===== config.mk =====
export PLATFORM = sky130hd
export DESIGN_NAME = bias_stream_loader
export DESIGN_NICKNAME = d
export VERILOG_FILES = /design/src/rtl/bias_stream_loader_pkg.sv /design/src/rtl/bias_buf_ram.sv /design/src/rtl/bias_stream_loader.sv
export SDC_FILE = /design/constraint.sdc
export NUM_CORES = 1
export LEC_CHECK = 0
export ABC_AREA = 1
export BUFFER_PORTS_ARGS = -buffer_cell sky130_fd_sc_hd__buf_2
export CAP_MARGIN = 20
export CORE_ASPECT_RATIO = 0.7
export CORE_MARGIN = 2
export CORE_UTILIZATION = 49
export DETAILED_ROUTE_END_ITERATION = 16
export PLACE_DENSITY = 0.76
export SETUP_SLACK_MARGIN = 0.2
export SYNTH_ARGS = -nofsm -noshare
export SYNTH_HDL_FRONTEND = slang
export SYNTH_SLANG_ARGS = --single-unit

===== constraint.sdc =====
create_clock -name ap_clk -period 2.2 [get_ports ap_clk]
set_input_delay 0.11 -clock ap_clk [delete_from_list [all_inputs] [get_ports ap_clk]]
set_output_delay 0.11 -clock ap_clk [all_outputs]
set_load 0.005 [all_outputs]

===== src/rtl/bias_stream_loader_pkg.sv =====
// Shared types for the stream loaders: the 1-bit LOAD/READY state encoding
// reused by the bias and weight loaders.
package bias_stream_loader_pkg;

  localparam logic STATE_LOAD  = 1'b0;
  localparam logic STATE_READY = 1'b1;

  typedef enum logic {
    LOAD  = STATE_LOAD,
    READY = STATE_READY
  } loader_state_e;

endpackage


===== src/rtl/bias_buf_ram.sv =====
// Coefficient buffer: one write port plus a registered, read-first read port
// with the same addr/ce/q shape as the bias ROM it replaces.
module bias_buf_ram #(
  parameter int DATA_WIDTH = 16,
  parameter int NUM_COEFF  = 32,
  localparam int ADDR_WIDTH = $clog2(NUM_COEFF)
) (
  input  logic                  clk,
  input  logic                  rst_n,
  input  logic                  wr_en,
  input  logic [ADDR_WIDTH-1:0] wr_addr,
  input  logic [DATA_WIDTH-1:0] wr_data,
  input  logic [ADDR_WIDTH-1:0] addr,
  input  logic                  ce,
  output logic [DATA_WIDTH-1:0] q
);

  localparam logic [ADDR_WIDTH:0] DEPTH = (ADDR_WIDTH + 1)'(NUM_COEFF);

  logic [DATA_WIDTH-1:0] mem [NUM_COEFF];
  logic [DATA_WIDTH-1:0] q_reg;
  logic                  in_range;

  assign in_range = ({1'b0, addr} < DEPTH);
  assign q        = q_reg;

  // Contents are deliberately left uninitialised so the array maps to block RAM.
  always_ff @(posedge clk) begin
    if (wr_en) begin
      mem[wr_addr] <= wr_data;
    end
  end

  // Non-blocking read alongside the write above gives old data on a collision.
  always_ff @(posedge clk or negedge rst_n) begin
    if (!rst_n) begin
      q_reg <= '0;
    end else if (ce) begin
      q_reg <= in_range ? mem[addr] : '0;
    end
  end

endmodule


===== src/rtl/bias_stream_loader.sv =====
// Pops NUM_COEFF bias coefficients from an ap_fifo stream into a buffer, then
// serves them on a ROM-style port. Define BIAS_LOADER_RELOAD_EN for bias_reload.
module bias_stream_loader
  import bias_stream_loader_pkg::*;
#(
  parameter int DATA_WIDTH = 16,
  parameter int NUM_COEFF  = 32,
  localparam int ADDR_WIDTH = $clog2(NUM_COEFF)
) (
  input  logic                  ap_clk,
  input  logic                  ap_rst_n,
  input  logic [DATA_WIDTH-1:0] input_V_dout,
  input  logic                  input_V_empty_n,
  output logic                  input_V_read,
  input  logic [ADDR_WIDTH-1:0] bias_address,
  input  logic                  bias_ce,
`ifdef BIAS_LOADER_RELOAD_EN
  input  logic                  bias_reload,
`endif
  output logic [DATA_WIDTH-1:0] bias_q,
  output logic                  bias_loaded
);

  localparam logic [ADDR_WIDTH-1:0] LAST_ADDR = ADDR_WIDTH'(NUM_COEFF - 1);

  loader_state_e         state_reg, state_next;
  logic [ADDR_WIDTH-1:0] wr_cnt_reg, wr_cnt_next;
  logic                  loaded_reg;
  logic                  pop;

  always_ff @(posedge ap_clk or negedge ap_rst_n) begin
    if (!ap_rst_n) begin
      state_reg  <= LOAD;
      wr_cnt_reg <= '0;
      loaded_reg <= 1'b0;
    end else begin
      state_reg  <= state_next;
      wr_cnt_reg <= wr_cnt_next;
      loaded_reg <= (state_next == READY);
    end
  end

  always_comb begin
    state_next  = state_reg;
    wr_cnt_next = wr_cnt_reg;
    pop         = 1'b0;
    case (state_reg)
      LOAD: begin
        pop = input_V_empty_n;
        if (pop) begin
          if (wr_cnt_reg == LAST_ADDR) begin
            wr_cnt_next = '0;
            state_next  = READY;
          end else begin
            wr_cnt_next = wr_cnt_reg + 1'b1;
          end
        end
      end
      READY: begin
`ifdef BIAS_LOADER_RELOAD_EN
        if (bias_reload) begin
          wr_cnt_next = '0;
          state_next  = LOAD;
        end
`endif
      end
      default: begin
        state_next  = LOAD;
        wr_cnt_next = '0;
      end
    endcase
  end

  // Held in reset the FIFO must not be popped even though state reads LOAD.
  assign input_V_read = pop & ap_rst_n;
  assign bias_loaded  = loaded_reg;

  bias_buf_ram #(
    .DATA_WIDTH (DATA_WIDTH),
    .NUM_COEFF  (NUM_COEFF)
  ) u_buf (
    .clk     (ap_clk),
    .rst_n   (ap_rst_n),
    .wr_en   (input_V_read),
    .wr_addr (wr_cnt_reg),
    .wr_data (input_V_dout),
    .addr    (bias_address),
    .ce      (bias_ce),
    .q       (bias_q)
  );

endmodule


### After elaboration in Yosys (flattened, before gate mapping)

Memories as Yosys holds them, arrays and structs flattened. A register that Yosys moved wholly into a read port is not among the register bits.
Index checks and enable logic that the tools add are counted.

| cells by class | value |
|---|---|
| $add $sub $neg | 1 |
| equality and inequality tests | 1 |
| muxes and demuxes | 7 |
| bitwise operators | 2 |
| reduce and logical (&&, ||, !) cells | 2 |

Operator list:

| cell | number |
|---|---|
| $mux 1 | 6 |
| $add 5x1->5 const B | 1 |
| $eq 5x5->1 const B | 1 |
| $mux 5 | 1 |
| $reduce_and 2->1 | 1 |
| $and 1x1->1 | 1 |
| $logic_not 1->1 | 1 |
| $not 1->1 | 1 |

| word-level totals | value |
|---|---|
| register bits | 6 |
| bits in writable memories | 512 |
| output and inout bits | 18 |
| logic and storage cells | 16 |
| memories | 1 |

Memory list:

| memory | words | width | read ports | clocked after Yosys merged registers in | write ports | line | text |
|---|---|---|---|---|---|---|---|
| u_buf.mem | 32 | 16 | 1 | 1 | 1 | bias_buf_ram.sv:20 | `logic [DATA_WIDTH-1:0] mem [NUM_COEFF];` |

### Depth between registers and ports, before layout

| depth | value |
|---|---|
| word-level depth | 4 |
| depth in mapped cells | 12 |
| mapped depth without buffers | 9 |

### Cells and area by module

From an unflattened synthesis, not the netlist that was laid out.

| unflattened totals | value |
|---|---|
| cell total of the unflattened synthesis | 1839 |
| area, all modules | 21774.6 um^2 |

Modules (own cells, without submodules):

| module | instances | cells an instance | area an instance (um^2) | sequential area each (um^2) |
|---|---|---|---|---|
| bias_buf_ram | 1 | 1798 | 21459.3 | 15775.1 |
| bias_stream_loader | 1 | 41 | 315.3 | 150.1 |

### Worst setup path after synthesis

OpenSTA, ideal clock, no wires.

| path | value |
|---|---|
| kind | reg-to-reg |
| from | register bias_loaded (netlist name) |
| to | memory u_buf.mem[0][0], enable pin |
| setup time | 0.388 ns |
| data arrival time | 1.801 ns |
| setup slack | 0.011 ns |
| stages on the path, launching flop included | 6 |
| path buffers | 0 |
| period minus slack after synthesis | 2.189 ns |
| cells stage by stage | dfrtp_1 -> nor2_2 -> inv_1 -> nor2_2 -> nand2_1 -> nor2_1 |

RTL lines:

| element | line |
|---|---|
| end, declared | bias_buf_ram.sv:20 |

==> qor.txt <==
Non-filler cells, final -> 2,513
Top Ports -> 43
Adder-cell share of the synthesized area -> 0.288%
Total number of yosys warnings -> 0
Final instance area -> 24,200 sq um
Dpl hpwl -> 33,000 um
Clk slew on worst S/H paths -> 0.06 ns
Sequential area share after synthesis -> 73.2%
Drt pass-1 iters -> 6
Worst r2r src -> bias_loaded
Most common library cell in the layout ignoring fill and taps -> nand2_1
CP delay by family, top -> simple AND/OR/NAND/NOR gates
Commonest non-fill, non-tap cells in the layout -> 679 x nand2_1, 512 x edfxtp_1, 442 x nand3_1
Gr usage total -> 24.6%
Via density -> 5.86
Tmin final -> 1.94 ns
R2R Setup Slk -> 0.26 ns
Sink Count -> 534
Max incr delay on CP -> 0.42 ns
Site Rows -> 64
Worst skew pair latency -> 0.58 ns
Crit path arrival time -> 2.22 ns
Vias -> 14,700
Hold path startpoint -> bias_address[4]
Worst slew margin -> 37.6%
Post-synthesis net count -> 1,864
Maximum VDD drop -> 0.000774 V
CP Max Fanout -> 16
Congestion Overflow GR -> 0
Detailed Route Iter0 Violations -> 2,510
Final setup viols -> 0
XOR/XNOR Fraction of Synth Area -> 0%
Area post-placement -> 22,600 sq um
Ratio of cells with drive above 1 in the final layout -> 9.64%
Largest family of logic cells by synthesized area -> simple AND/OR/NAND/NOR gates
# H-tree levels -> 2
CP startpoint kind -> register
Global-route wire length before repair -> 85,300 um
Max frequency -> 516 MHz
Crit path buffers/inverters -> 3
Crit path required time -> 2.48 ns
CTS tree -> built
Chip width -> 256 um
Total leakage power -> 8.88 nW
Final worst slack -> 0.263 ns
Critical-path top delay cell -> dfrtp_1
CP Class -> reg -> reg
Dpl cells -> 2,420
Post-route ant nets -> 0
Synth Area per Inst -> 11.9 sq um
Die ar. -> 46,100 sq um
Cells on worst reg2reg path -> 7
Largest net degree at the start of global routing -> 105
Final Hold Viols -> 0
Yosys cell types -> 19
Compound-Gate Fraction of Synth Area -> 0.127%
RSZ-0062 raised after global routing -> yes
Worst setup EP type -> register
Final net count -> 1,910
Crit path cell chain -> nor2_2 > inv_1 > nor2_2 > nand2_1 > buf_4 > nor2_1 > buf_6
Vias in the first global route -> 13,700
Routed WL -> 57,200 um
Hold path endpoint -> u_buf.q[0]
Total negative slack -> 0 ns
Die height -> 180 um
Gpl congestion -> 0.921
Max clock buf depth -> 3
Routed len/inst -> 22.8 um
Worst hold path class -> in -> reg
CTS buffer count -> 49
Synth Instances -> 1,834
Fin. max-slew vios -> 0
Maxcap violations -> 0
Syn Std Cell Area -> 21,700 sq um
Ant diodes -> 0
Period utilisation layout -> 88.0%
Largest register FFs -> 512
Worst Max-Slew Pin Slew -> 0.937 ns
Area share of and/or/nand/nor cells after synthesis -> 22.7%
DRC viols -> 0
Post-Route Skew -> 0.0229 ns
Pre-CTS setup slack -> 0.238 ns
Initial core utilization -> 49.7%
#FFs+latches synth -> 534
Initial antenna violation count -> 0
PwrDens -> 906 nW/um^2
Worst Hold Depth -> 4
CORE AREA -> 43,700 sq um
Most used cell, CP -> nor2_2
Post-synthesis mux area share -> 0%
Reg2reg end -> u_buf.mem[28][5]
Area Growth Syn to Fin -> 11.4%
Status -> complete, no violations
Port Buffers -> 42
CTS Root Cell -> clkbuf_16
metrics by stage:
step                util, %  total power (W)  hold WS (ns)
floorplan                 -           0.0127        -0.186
global placement       51.6           0.0134         0.223
detailed placement     51.6           0.0135         0.237
CTS                    55.4           0.0220        0.0273
global route           55.4           0.0226        0.0597
finish                 55.4           0.0220        0.0524
worst reg2reg max path: stages, from the launching register on:
cell	delay [ns]
dfrtp_1	0.42
nor2_2	0.14
inv_1	0.09
nor2_2	0.18
nand2_1	0.19
buf_4	0.20
nor2_1	0.18
buf_6	0.23
logic make-up after synthesis:
family / after synthesis
adder cells (fa/ha/maj): 5
buffers and inverters: 126
AND/OR/NAND/NOR: 1164
AO/OA/AOI/OAI: 5
flip-flops: 534
timing repair:
action / 4_1_cts / 5_1_grt
setup endpoints to repair: 32 / 63
buffers inserted: 0 / 0
gates resized for setup: 1 / 5
hold endpoints to repair: 35 / 0
hold buffers: 3 / 0
synthesized netlist by cell type:
cell	count	share of area, %
nand2_1	680	12
edfxtp_1	512	71
nand3_1	443	10
buf_2	43	0.99
nor2_1	36	0.62
buf_6	23	1.2
dfrtp_1	22	2.5
buf_4	20	0.69
buf_1	14	0.24
inv_1	13	0.22
clkbuf_1	9	0.16
ha_1	5	0.29
o21ai_0	4	0.092
nor3_1	3	0.069
buf_8	2	0.14
nor2_2	2	0.058
inv_2	1	0.017
inv_6	1	0.040
o21bai_1	1	0.035
per-layer routing:
layer  up-vias  routed length, um  GRT usage, %
met5         -                  0             0
met4         0               1720          7.93
met3       132               7490          6.95
met2       997              24500          34.6
met1      7087              23500          37.0
li1       6498                  -             -
where the power goes:
group	leakage, nW	internal [W]	switching [W]
clock network	0.774	0.00494	0.00368
logic	3.24	0.000455	0.00137
registers	4.87	0.0114	0.000143
how the worst max path moves through the flow:
| stage | start | to | slack, ns | cells past startpoint |
|---|---|---|---|---|
| global route | bias_loaded | u_buf.mem[28][9] | 0.15 | 7 |
| CTS | bias_loaded | u_buf.mem[0][15] | 0.28 | 7 |
| detailed placement | bias_loaded | u_buf.mem[13][6] | 0.24 | 6 |
| global placement | bias_loaded | u_buf.mem[29][2] | 0.27 | 6 |
| floorplan | bias_loaded | u_buf.mem[0][0] | 0.01 | 5 |
| finish | bias_loaded | u_buf.mem[28][5] | 0.26 | 7 |
final cells by class:
type	instances	area [sq um]
fill	3510	19500
multi-input combinational	1174	5050
timing repair buffer	106	847
inverter	15	63.8
tap	594	743
sequential	534	15900
clock buffer	62	1320
clock inverter	28	287
Note: power is estimated with default switching activity, not from simulation.
